### src/rtl/dmem_tap_pkg.sv
// dmem_tap_pkg: shared types and helpers for the data-memory write tap.
//   DMEM_TAP_SEQ_W  width of the sequence tag carried in every entry
//   DMEM_TAP_LO/HI  default capture window (inclusive byte addresses)
//   tap_entry_t     one captured store {addr, data, seq}
//   in_window()     unsigned inclusive window test
package dmem_tap_pkg;

    localparam int          DMEM_TAP_SEQ_W = 16;
    localparam logic [31:0] DMEM_TAP_LO    = 32'h0000_0000;
    localparam logic [31:0] DMEM_TAP_HI    = 32'h0000_00FF;

    typedef struct packed {
        logic [31:0]               addr;
        logic [31:0]               data;
        logic [DMEM_TAP_SEQ_W-1:0] seq;
    } tap_entry_t;

    function automatic logic in_window(input logic [31:0] addr,
                                       input logic [31:0] lo,
                                       input logic [31:0] hi);
        return (addr >= lo) && (addr <= hi);
    endfunction

endpackage

### src/rtl/tap_fifo.sv
// tap_fifo: synchronous first-word-fall-through FIFO of tap_entry_t.
//   clk, reset    clock, synchronous active-high reset
//   clear         synchronous flush; discards any push/pop in the same cycle
//   push          write request; accepted when not full, or when full and a
//                 pop happens in the same cycle
//   push_entry    entry written on an accepted push
//   pop_req       consumer ready; ignored while empty
//   out_valid     FIFO non-empty
//   out_entry     entry at the read pointer (all zeros while empty)
//   level         occupancy 0..DEPTH
//   full          level == DEPTH
module tap_fifo
    import dmem_tap_pkg::*;
#(
    parameter int DEPTH = 8
) (
    input  logic                     clk,
    input  logic                     reset,
    input  logic                     clear,
    input  logic                     push,
    input  tap_entry_t               push_entry,
    input  logic                     pop_req,
    output logic                     out_valid,
    output tap_entry_t               out_entry,
    output logic [$clog2(DEPTH):0]   level,
    output logic                     full
);

    localparam int PTR_W = $clog2(DEPTH);
    localparam int LVL_W = PTR_W + 1;

    if (DEPTH < 2 || (DEPTH & (DEPTH - 1)) != 0) begin : g_bad_depth
        $error("tap_fifo: DEPTH must be a power of two and at least 2");
    end

    logic [PTR_W-1:0] rd_ptr_q, rd_ptr_d;
    logic [PTR_W-1:0] wr_ptr_q, wr_ptr_d;
    logic [LVL_W-1:0] level_q, level_d;
    tap_entry_t       mem_q [DEPTH];
    logic             do_push;
    logic             do_pop;
    logic             wr_en;

    always_comb begin
        do_pop   = pop_req && (level_q != '0);
        // Full FIFO still accepts when the head leaves in the same cycle.
        do_push  = push && ((level_q != LVL_W'(DEPTH)) || do_pop);
        wr_en    = do_push && !clear;
        rd_ptr_d = rd_ptr_q;
        wr_ptr_d = wr_ptr_q;
        level_d  = level_q;
        if (clear) begin
            rd_ptr_d = '0;
            wr_ptr_d = '0;
            level_d  = '0;
        end else begin
            // Pointers wrap naturally because DEPTH is a power of two.
            if (do_push) wr_ptr_d = wr_ptr_q + 1'b1;
            if (do_pop)  rd_ptr_d = rd_ptr_q + 1'b1;
            case ({do_push, do_pop})
                2'b10:   level_d = level_q + 1'b1;
                2'b01:   level_d = level_q - 1'b1;
                default: level_d = level_q;
            endcase
        end
    end

    always_ff @(posedge clk) begin
        if (reset) begin
            rd_ptr_q <= '0;
            wr_ptr_q <= '0;
            level_q  <= '0;
        end else begin
            rd_ptr_q <= rd_ptr_d;
            wr_ptr_q <= wr_ptr_d;
            level_q  <= level_d;
        end
    end

    // Storage carries no reset; empty-state outputs are masked below instead.
    always_ff @(posedge clk) begin
        if (wr_en && !reset) mem_q[wr_ptr_q] <= push_entry;
    end

    assign out_valid = (level_q != '0);
    assign full      = (level_q == LVL_W'(DEPTH));
    assign level     = level_q;
    assign out_entry = out_valid ? mem_q[rd_ptr_q] : '0;

endmodule

### src/rtl/dmem_write_tap.sv
// dmem_write_tap: passive observer of the core's data-memory write bus.
// Stores whose byte address falls in [ADDR_LO, ADDR_HI] are tagged with a
// running sequence number and queued; entries drain over valid/ready.
//   clk, reset              clock, synchronous active-high reset
//   MemWrite/DataAdr/
//   WriteData               core store bus (observed only, never stalled)
//   clear                   synchronous flush of queue and counters
//   out_valid/out_ready     drain handshake
//   out_addr/out_data/
//   out_seq                 head entry
//   level, full             occupancy
//   overflow_cnt            saturating count of dropped in-window stores
module dmem_write_tap
    import dmem_tap_pkg::*;
#(
    parameter int          DEPTH   = 8,
    parameter logic [31:0] ADDR_LO = DMEM_TAP_LO,
    parameter logic [31:0] ADDR_HI = DMEM_TAP_HI,
    parameter int          SEQ_W   = DMEM_TAP_SEQ_W
) (
    input  logic                   clk,
    input  logic                   reset,
    input  logic                   MemWrite,
    input  logic [31:0]            DataAdr,
    input  logic [31:0]            WriteData,
    input  logic                   clear,
    output logic                   out_valid,
    input  logic                   out_ready,
    output logic [31:0]            out_addr,
    output logic [31:0]            out_data,
    output logic [SEQ_W-1:0]       out_seq,
    output logic [$clog2(DEPTH):0] level,
    output logic                   full,
    output logic [SEQ_W-1:0]       overflow_cnt
);

    // The entry struct has a fixed tag width, so SEQ_W must match it.
    if (SEQ_W != DMEM_TAP_SEQ_W) begin : g_bad_seq_w
        $error("dmem_write_tap: SEQ_W must equal DMEM_TAP_SEQ_W");
    end

    logic             hit;
    logic             pop;
    logic             drop;
    logic [SEQ_W-1:0] seq_q, seq_d;
    logic [SEQ_W-1:0] ovf_q, ovf_d;
    tap_entry_t       push_entry;
    tap_entry_t       head;

    always_comb begin
        hit  = MemWrite && in_window(DataAdr, ADDR_LO, ADDR_HI);
        pop  = out_valid && out_ready;
        drop = hit && full && !pop;

        push_entry      = '0;
        push_entry.addr = DataAdr;
        push_entry.data = WriteData;
        push_entry.seq  = seq_q;

        seq_d = seq_q;
        ovf_d = ovf_q;
        if (clear) begin
            seq_d = '0;
            ovf_d = '0;
        end else begin
            // Tag advances on every hit, dropped or not, so gaps reveal drops.
            if (hit) seq_d = seq_q + 1'b1;
            if (drop && (ovf_q != '1)) ovf_d = ovf_q + 1'b1;
        end
    end

    always_ff @(posedge clk) begin
        if (reset) begin
            seq_q <= '0;
            ovf_q <= '0;
        end else begin
            seq_q <= seq_d;
            ovf_q <= ovf_d;
        end
    end

    tap_fifo #(
        .DEPTH (DEPTH)
    ) u_fifo (
        .clk        (clk),
        .reset      (reset),
        .clear      (clear),
        .push       (hit),
        .push_entry (push_entry),
        .pop_req    (out_ready),
        .out_valid  (out_valid),
        .out_entry  (head),
        .level      (level),
        .full       (full)
    );

    assign out_addr     = head.addr;
    assign out_data     = head.data;
    assign out_seq      = head.seq;
    assign overflow_cnt = ovf_q;

endmodule

### config.mk
export PLATFORM = sky130hd
export DESIGN_NAME = dmem_write_tap
export DESIGN_NICKNAME = d
export VERILOG_FILES = /design/src/rtl/dmem_tap_pkg.sv /design/src/rtl/tap_fifo.sv /design/src/rtl/dmem_write_tap.sv
export SDC_FILE = /design/constraint.sdc
export NUM_CORES = 1
export LEC_CHECK = 0
export ABC_AREA = 0
export CAP_MARGIN = 20
export CORE_UTILIZATION = 54
export DETAILED_ROUTE_END_ITERATION = 6
export GPL_ROUTABILITY_DRIVEN = 0
export GPL_TIMING_DRIVEN = 0
export MAX_ROUTING_LAYER = met4
export PLACE_DENSITY_LB_ADDON = 0.3
export SLEW_MARGIN = 40
export SYNTH_ARGS = -nofsm -noshare
export SYNTH_HDL_FRONTEND = slang
export SYNTH_SLANG_ARGS = --single-unit
### constraint.sdc
create_clock -name clk -period 10.66 [get_ports clk]
set_input_delay 1.599 -clock clk [delete_from_list [all_inputs] [get_ports clk]]
set_output_delay 1.599 -clock clk [all_outputs]
set_load 0.02 [all_outputs]
==> flow_metrics.env, run 1 <==
export IMPL_portBuffers=169
export IMPL_syn_to_final_growth_pct=21.8
export IMPL_grt_antenna_before_repair=1
export IMPL_ys_types=54
export IMPL_cts_clk_slew_worst_paths_ns=0.06
export IMPL_cts_buffers=70
export IMPL_critical_path_class="flip-flop to primary output"
export IMPL_dr_pass1_iters=7
export IMPL_post_cts_buffers=0
export IMPL_cts_htree_levels=3
export IMPL_min_period_ns=5.96
export IMPL_p_comb_frac=0.011
export IMPL_switchingPower_mw=1.01
export IMPL_clk_latency_ns=0.60
export IMPL_overflow=0
export IMPL_synthCells=1294
export IMPL_startpoint_type="flip-flop"
export IMPL_worst_pin_slew_ns=0.867
export IMPL_cts_tree="done"
export IMPL_async_flop_share=0
export IMPL_yosys_warnings=0
export IMPL_fmax_mhz=168
export IMPL_synth_top_family_by_area="multiplexers"
export IMPL_total_power_mw=5.29
export IMPL_grt_pass1_vias=14300
export IMPL_ctsResizeCount=0
export IMPL_hp_class="flip-flop to flip-flop"
export IMPL_arrival_ns=4.36
export IMPL_power_frac_clock=0.436
export IMPL_status="finished, final reports clean"
export IMPL_irDropWorstVdd_v=0.000107
export IMPL_finalMaxSlewViolations=0
export IMPL_viasPerCell=5.96
export IMPL_seqPwrFrac=0.553
export IMPL_yosys_area_share_simple=0.0431
export IMPL_fin_ws_ns=4.70
export IMPL_synth_nets=1370
export IMPL_ys_seq_elements=685
export IMPL_place_ws_ns=4.57
export IMPL_die_w_um=224
export IMPL_route_detailed_drc=0
export IMPL_grt_max_degree=17
export IMPL_dpl_cell_area_sq_mm=0.0302
export IMPL_io_pins=171
export IMPL_grt_use_total=0.246
export IMPL_rsz0062_at_grt="false"
export IMPL_dieArea_sq_mm=0.0501
export IMPL_hpwl_um=37300
export IMPL_cts_root_buf="clkbuf_16"
export IMPL_nNetsFinal=1683
export IMPL_p_int_mw=4.28
export IMPL_ctsHoldBuffers=0
export IMPL_synth_edff_count=640
export IMPL_start_util=0.552
export IMPL_synth_fa_ha_area_frac=0.00358
export IMPL_synthFlopType="edfxtp_1"
export IMPL_finClkSkew_ns=0.0173
export IMPL_yosysSeqAreaShare=0.757
export IMPL_post_route_cell_area_sq_mm=0.0324
export IMPL_rows=80
export IMPL_cts_buffer_depth=3
export IMPL_cap_violations=0
export IMPL_fin_util=0.673
export IMPL_cp_required_ns=9.06
export IMPL_vias=13800
export IMPL_powerDensity_mw_per_mm2=163
export IMPL_timing_setup_tns_ns=0
export IMPL_fill_cells=3041
export IMPL_drt_total_wl_um=58300
export IMPL_clock_sinks=685
export IMPL_end_kind="primary output"
export IMPL_grt_pass1_wl_um=87200
export IMPL_p_sw_frac=0.190
export IMPL_coreArea_sq_mm=0.0481
export IMPL_finalSetupViolCount=0
export IMPL_crit_path_max_fanout=10
export IMPL_drt_iter0_markers=1356
export IMPL_drive_above_1_share=0.229
export IMPL_muxShareOfSynthArea=0.168
export IMPL_syn_area_sq_mm=0.0266
export IMPL_synth_compound_area_frac=0.0114
export IMPL_synth_xor_area_frac=0.00494
export IMPL_leakagePower_nw=10.2
export IMPL_avgRoutedWirePerCell_um=25.2
export IMPL_final_antenna_net_count=0
export IMPL_postSynthAreaPerCell_sq_um=20.5
export IMPL_relSlewSlack=0.422
export IMPL_post_route_period_util=0.559
export IMPL_final_hold_violation_count=0
export IMPL_die_h_um=224
## worst max-delay path, cell delays in order, from the launching register on
cell and delay [ns]:
dfxtp_1 0.31, clkbuf_1 0.60, clkbuf_1 0.72, clkbuf_1 0.71, mux4_2 0.35, mux2i_1 0.07, nor2_1 0.31, clkdlybuf4s50_1 0.68
## power by group through the flow
stage,registers (mW),logic [mW],clock network (mW)
after global placement,2.98,0.0539,0
after global routing,2.93,0.0623,2.44
after floorplan,2.98,0.00554,0
final,2.93,0.0581,2.30
after CTS,2.93,0.0579,2.34
after detailed placement,2.98,0.0573,0
## cells in the final DEF (no fill, tap or decap), types with 17 or more instances in the layout
master,netlist,final
mux4_2,160,160
dfxtp_1,45,45
a21oi_1,20,20
buf_16,0,21
mux2i_1,87,87
buf_8,0,19
clkbuf_1,33,51
nor2_1,109,103
nand2_1,17,17
nand3_1,17,17
edfxtp_1,640,640
buf_2,15,38
clkbuf_16,0,73
clkdlybuf4s50_1,0,169
## area by class of cell
class | instances | area, sq um | area share
inverters | 11 | 41.3 | 0.00127
flip-flops and latches | 685 | 20100 | 0.621
plain buffers | 64 | 292 | 0.00900
repair buffers | 241 | 2760 | 0.0851
clock buffers | 95 | 1950 | 0.0602
diodes | 1 | 2.50 | 0.0000772
clock inverters | 26 | 200 | 0.00618
multi-input cells | 534 | 6220 | 0.192
well taps | 656 | 821 | 0.0253
## stage by stage
step	instances	hold slack [ns]
CTS	2312	0.501
finish	2313	0.503
global placement	2119	0.487
floorplan	1294	0.454
global route	2313	0.539
detailed placement	2191	0.491
## worst paths after layout
kind | cells after the start | endpoint | from | slack, ns
worst min-delay path | 2 | flip-flop | u_fifo.rd_ptr_q[1]$_SDFFE_PP0P_ | 0.50
worst min register to register | 2 | flip-flop | u_fifo.rd_ptr_q[1]$_SDFFE_PP0P_ | 0.50
worst max-delay path | 7 | out_seq[3] | flip-flop | 4.70
worst max register to register | 9 | u_fifo.mem_q[0][36]$_DFFE_PP_ | u_fifo.level[1]$_SDFFE_PP0P_ | 7.04
## registers in the layout (all words and copies together), names as in the netlist, named ones only
| name | cells |
|---|---|
| overflow_cnt | 16 |
| seq_q | 16 |
| u_fifo.level | 4 |
| u_fifo.mem_q | 640 |
| u_fifo.rd_ptr_q | 3 |
| u_fifo.wr_ptr_q | 3 |
## Yosys cell counts, types with 2 or more instances
master | n | area share
xnor2_1 | 10 | 0.0033
clkbuf_1 | 33 | 0.0047
nand2b_1 | 2 | 0.00047
ha_1 | 6 | 0.0028
or2_2 | 2 | 0.00047
a21oi_1 | 20 | 0.0038
o21ai_0 | 6 | 0.0011
nor4_4 | 2 | 0.0016
buf_4 | 2 | 0.00056
nand2_1 | 17 | 0.0024
nor4_1 | 7 | 0.0016
or4_1 | 10 | 0.0028
nand3_1 | 17 | 0.0032
buf_2 | 15 | 0.0028
and3_1 | 8 | 0.0019
buf_1 | 12 | 0.0017
o21a_1 | 3 | 0.00085
o31ai_1 | 8 | 0.0023
dfxtp_1 | 45 | 0.034
nor2_1 | 109 | 0.015
nand4_1 | 9 | 0.0021
mux2i_1 | 87 | 0.033
mux4_2 | 160 | 0.14
xor2_1 | 5 | 0.0016
and4_1 | 3 | 0.00099
nor4_2 | 3 | 0.0014
inv_1 | 10 | 0.0014
nor3_1 | 10 | 0.0019
or3_1 | 7 | 0.0016
a21o_1 | 2 | 0.00056
nand3b_1 | 2 | 0.00056
edfxtp_1 | 640 | 0.72
## layer usage
layer	vias to the layer above	part of all wire	global-route usage
li1	5961	-	-
met3	90	0.063	0.0384
met1	7198	0.42	0.332
met2	539	0.50	0.389
met5	-	0	-
met4	0	0.023	0.0778
## logic make-up after synthesis
group                    after synthesis
buffers and inverters                 75
AO/OA/AOI/OAI                         48
AND/OR/NAND/NOR                      217
XOR/XNOR                              15
flip-flops                           685
adder cells (fa/ha/maj)                7
multiplexers                         247
Power figures use the tool's default switching activity.
==> inputs of run 2 (changes only) <==
Clock period 10.66 ns to 5.55 ns, I/O delays scaled along.
==> flow_metrics.env, run 2 (same netlist as run 1, synthesis figures left out) <==
export IMPL_fin_util=0.672
export IMPL_reg2reg_depth=12
export IMPL_post_route_period_util=0.907
export IMPL_clk_latency_ns=0.60
export IMPL_die_w_um=224
export IMPL_final_antenna_net_count=0
export IMPL_rows=80
export IMPL_irDropWorstVdd_v=0.000179
export IMPL_leakagePower_nw=10.1
export IMPL_min_period_ns=5.03
export IMPL_die_h_um=224
export IMPL_cts_clk_slew_worst_paths_ns=0.06
export IMPL_rr_endpoint="u_fifo.level[3]$_SDFFE_PP0P_"
export IMPL_critical_path_class="flip-flop to primary output"
export IMPL_layout_commonest_cell="edfxtp_1"
export IMPL_avgRoutedWirePerCell_um=25.1
export IMPL_viasPerCell=5.99
export IMPL_cts_root_buf="clkbuf_16"
export IMPL_relSlewSlack=0.435
export IMPL_dpl_cell_area_sq_mm=0.0303
export IMPL_portBuffers=169
export IMPL_min_from="overflow_cnt[4]$_SDFFE_PP0P_"
export IMPL_cts_tree="done"
export IMPL_finClkSkew_ns=0.0170
export IMPL_nNetsFinal=1667
export IMPL_ctsResizeCount=0
export IMPL_drt_total_wl_um=57600
export IMPL_fill_cells=3033
export IMPL_route_detailed_drc=0
export IMPL_finalSetupViolCount=0
export IMPL_drt_iter0_markers=1258
export IMPL_start_util=0.552
export IMPL_cp_required_ns=4.72
export IMPL_cts_buffer_depth=3
export IMPL_io_pins=171
export IMPL_regMostFlops="u_fifo.mem_q"
export IMPL_dieArea_sq_mm=0.0501
export IMPL_grt_use_total=0.242
export IMPL_largest_reg_flops=640
export IMPL_grt_antenna_before_repair=0
export IMPL_insertedDiodeCount=0
export IMPL_hpwl_um=36700
export IMPL_grt_max_degree=16
export IMPL_crit_path_max_fanout=10
export IMPL_whs_path_depth=2
export IMPL_final_hold_violation_count=0
export IMPL_cts_htree_levels=3
export IMPL_rrSetupSlack_ns=1.93
export IMPL_end_kind="primary output"
export IMPL_ctsHoldBuffers=0
export IMPL_coreArea_sq_mm=0.0481
export IMPL_vias=13800
export IMPL_hold_path_endpoint="overflow_cnt[4]$_SDFFE_PP0P_"
export IMPL_syn_to_final_growth_pct=21.8
export IMPL_worst_pin_slew_ns=0.848
export IMPL_startpoint_type="flip-flop"
export IMPL_dr_pass1_iters=5
export IMPL_cap_violations=0
export IMPL_grt_pass1_vias=14100
export IMPL_mostFrequentLayoutCells="edfxtp_1, clkdlybuf4s50_1, mux4_2"
export IMPL_powerDensity_mw_per_mm2=311
export IMPL_arrival_ns=4.20
export IMPL_fmax_mhz=199
export IMPL_hp_class="flip-flop to flip-flop"
export IMPL_finalMaxSlewViolations=0
export IMPL_status="finished, final reports clean"
export IMPL_clock_sinks=685
export IMPL_drive_above_1_share=0.221
export IMPL_reg2reg_from="u_fifo.level[0]$_SDFFE_PP0P_"
export IMPL_grt_pass1_wl_um=86000
export IMPL_rsz0062_at_grt="false"
export IMPL_post_route_cell_area_sq_mm=0.0324
export IMPL_post_cts_buffers=0
export IMPL_cts_buffers=68
export IMPL_overflow=0
## run 2: changes by cell type in the layout (fill, tap and decap cells not counted), moves of 3 or more
cell,before,now
clkbuf_16,73,70
buf_6,3,19
buf_4,14,2
buf_16,21,24
clkinv_1,11,8
buf_2,38,23
clkinv_2,6,10
buf_8,19,16
clkbuf_8,4,1
clkbuf_2,5,1
clkbuf_1,51,54
## run 2: worst max-delay path by stage
stage | to | slack, ns | start | cells after the start
2_1_floorplan | u_fifo.mem_q[7][0]$_DFFE_PP_ | -0.33 | DataAdr[26] | 5
3_3_place_gp | u_fifo.mem_q[7][38]$_DFFE_PP_ | -5.19 | DataAdr[26] | 6
3_5_place_dp | u_fifo.mem_q[5][38]$_DFFE_PP_ | 0.58 | DataAdr[27] | 10
4_1_cts | out_seq[4] | 0.47 | flip-flop | 7
5_1_grt | out_seq[4] | 0.39 | flip-flop | 7
6_report | out_seq[4] | 0.52 | flip-flop | 7
## run 2: worst max-delay path, stage by stage (launching register included)
cell and delay, ns:
dfxtp_1 0.33, clkbuf_1 0.56, clkbuf_1 0.68, clkbuf_1 0.62, mux4_2 0.33, mux2i_1 0.06
nor2_1 0.34, clkdlybuf4s50_1 0.68
## run 2: per-stage QoR
| step | hold WS (ns) | std cells | total power [mW] | setup slack [ns] | TNS [ns] |
|---|---|---|---|---|---|
| final | 0.518 | 2297 | 10.1 | 0.518 | 0 |
| after global routing | 0.554 | 2297 | 10.3 | 0.387 | 0 |
| after CTS | 0.519 | 2297 | 10.1 | 0.472 | 0 |
| after detailed placement | 0.507 | 2177 | 5.84 | 0.584 | 0 |
| after global placement | 0.481 | 2119 | 5.84 | -5.19 | -3135.97 |
| after floorplan | 0.454 | 1294 | 5.74 | -0.334 | -161.72 |
## run 2: layout make-up
class,count,area (sq um),area share
well taps,656,821,0.0254
plain buffers,64,290,0.00897
flip-flops and latches,685,20100,0.621
repair buffers,227,2800,0.0863
clock buffers,92,1840,0.0570
multi-input cells,534,6230,0.192
clock inverters,28,234,0.00723
inverters,11,41.3,0.00128
## run 2: metal layers
metal	GRT usage	routed length, um
met5	-	0
met4	0.0705	1100
met3	0.0369	3910
met2	0.375	28200
met1	0.337	24500
## run 2: power by group
group | leakage, nW | switching [mW] | internal (mW)
Combinational | 2.73 | 0.0651 | 0.0465
Clock | 1.01 | 1.85 | 2.48
Sequential | 6.33 | 0.00000000520 | 5.62
Total | 10.1 | 1.92 | 8.15
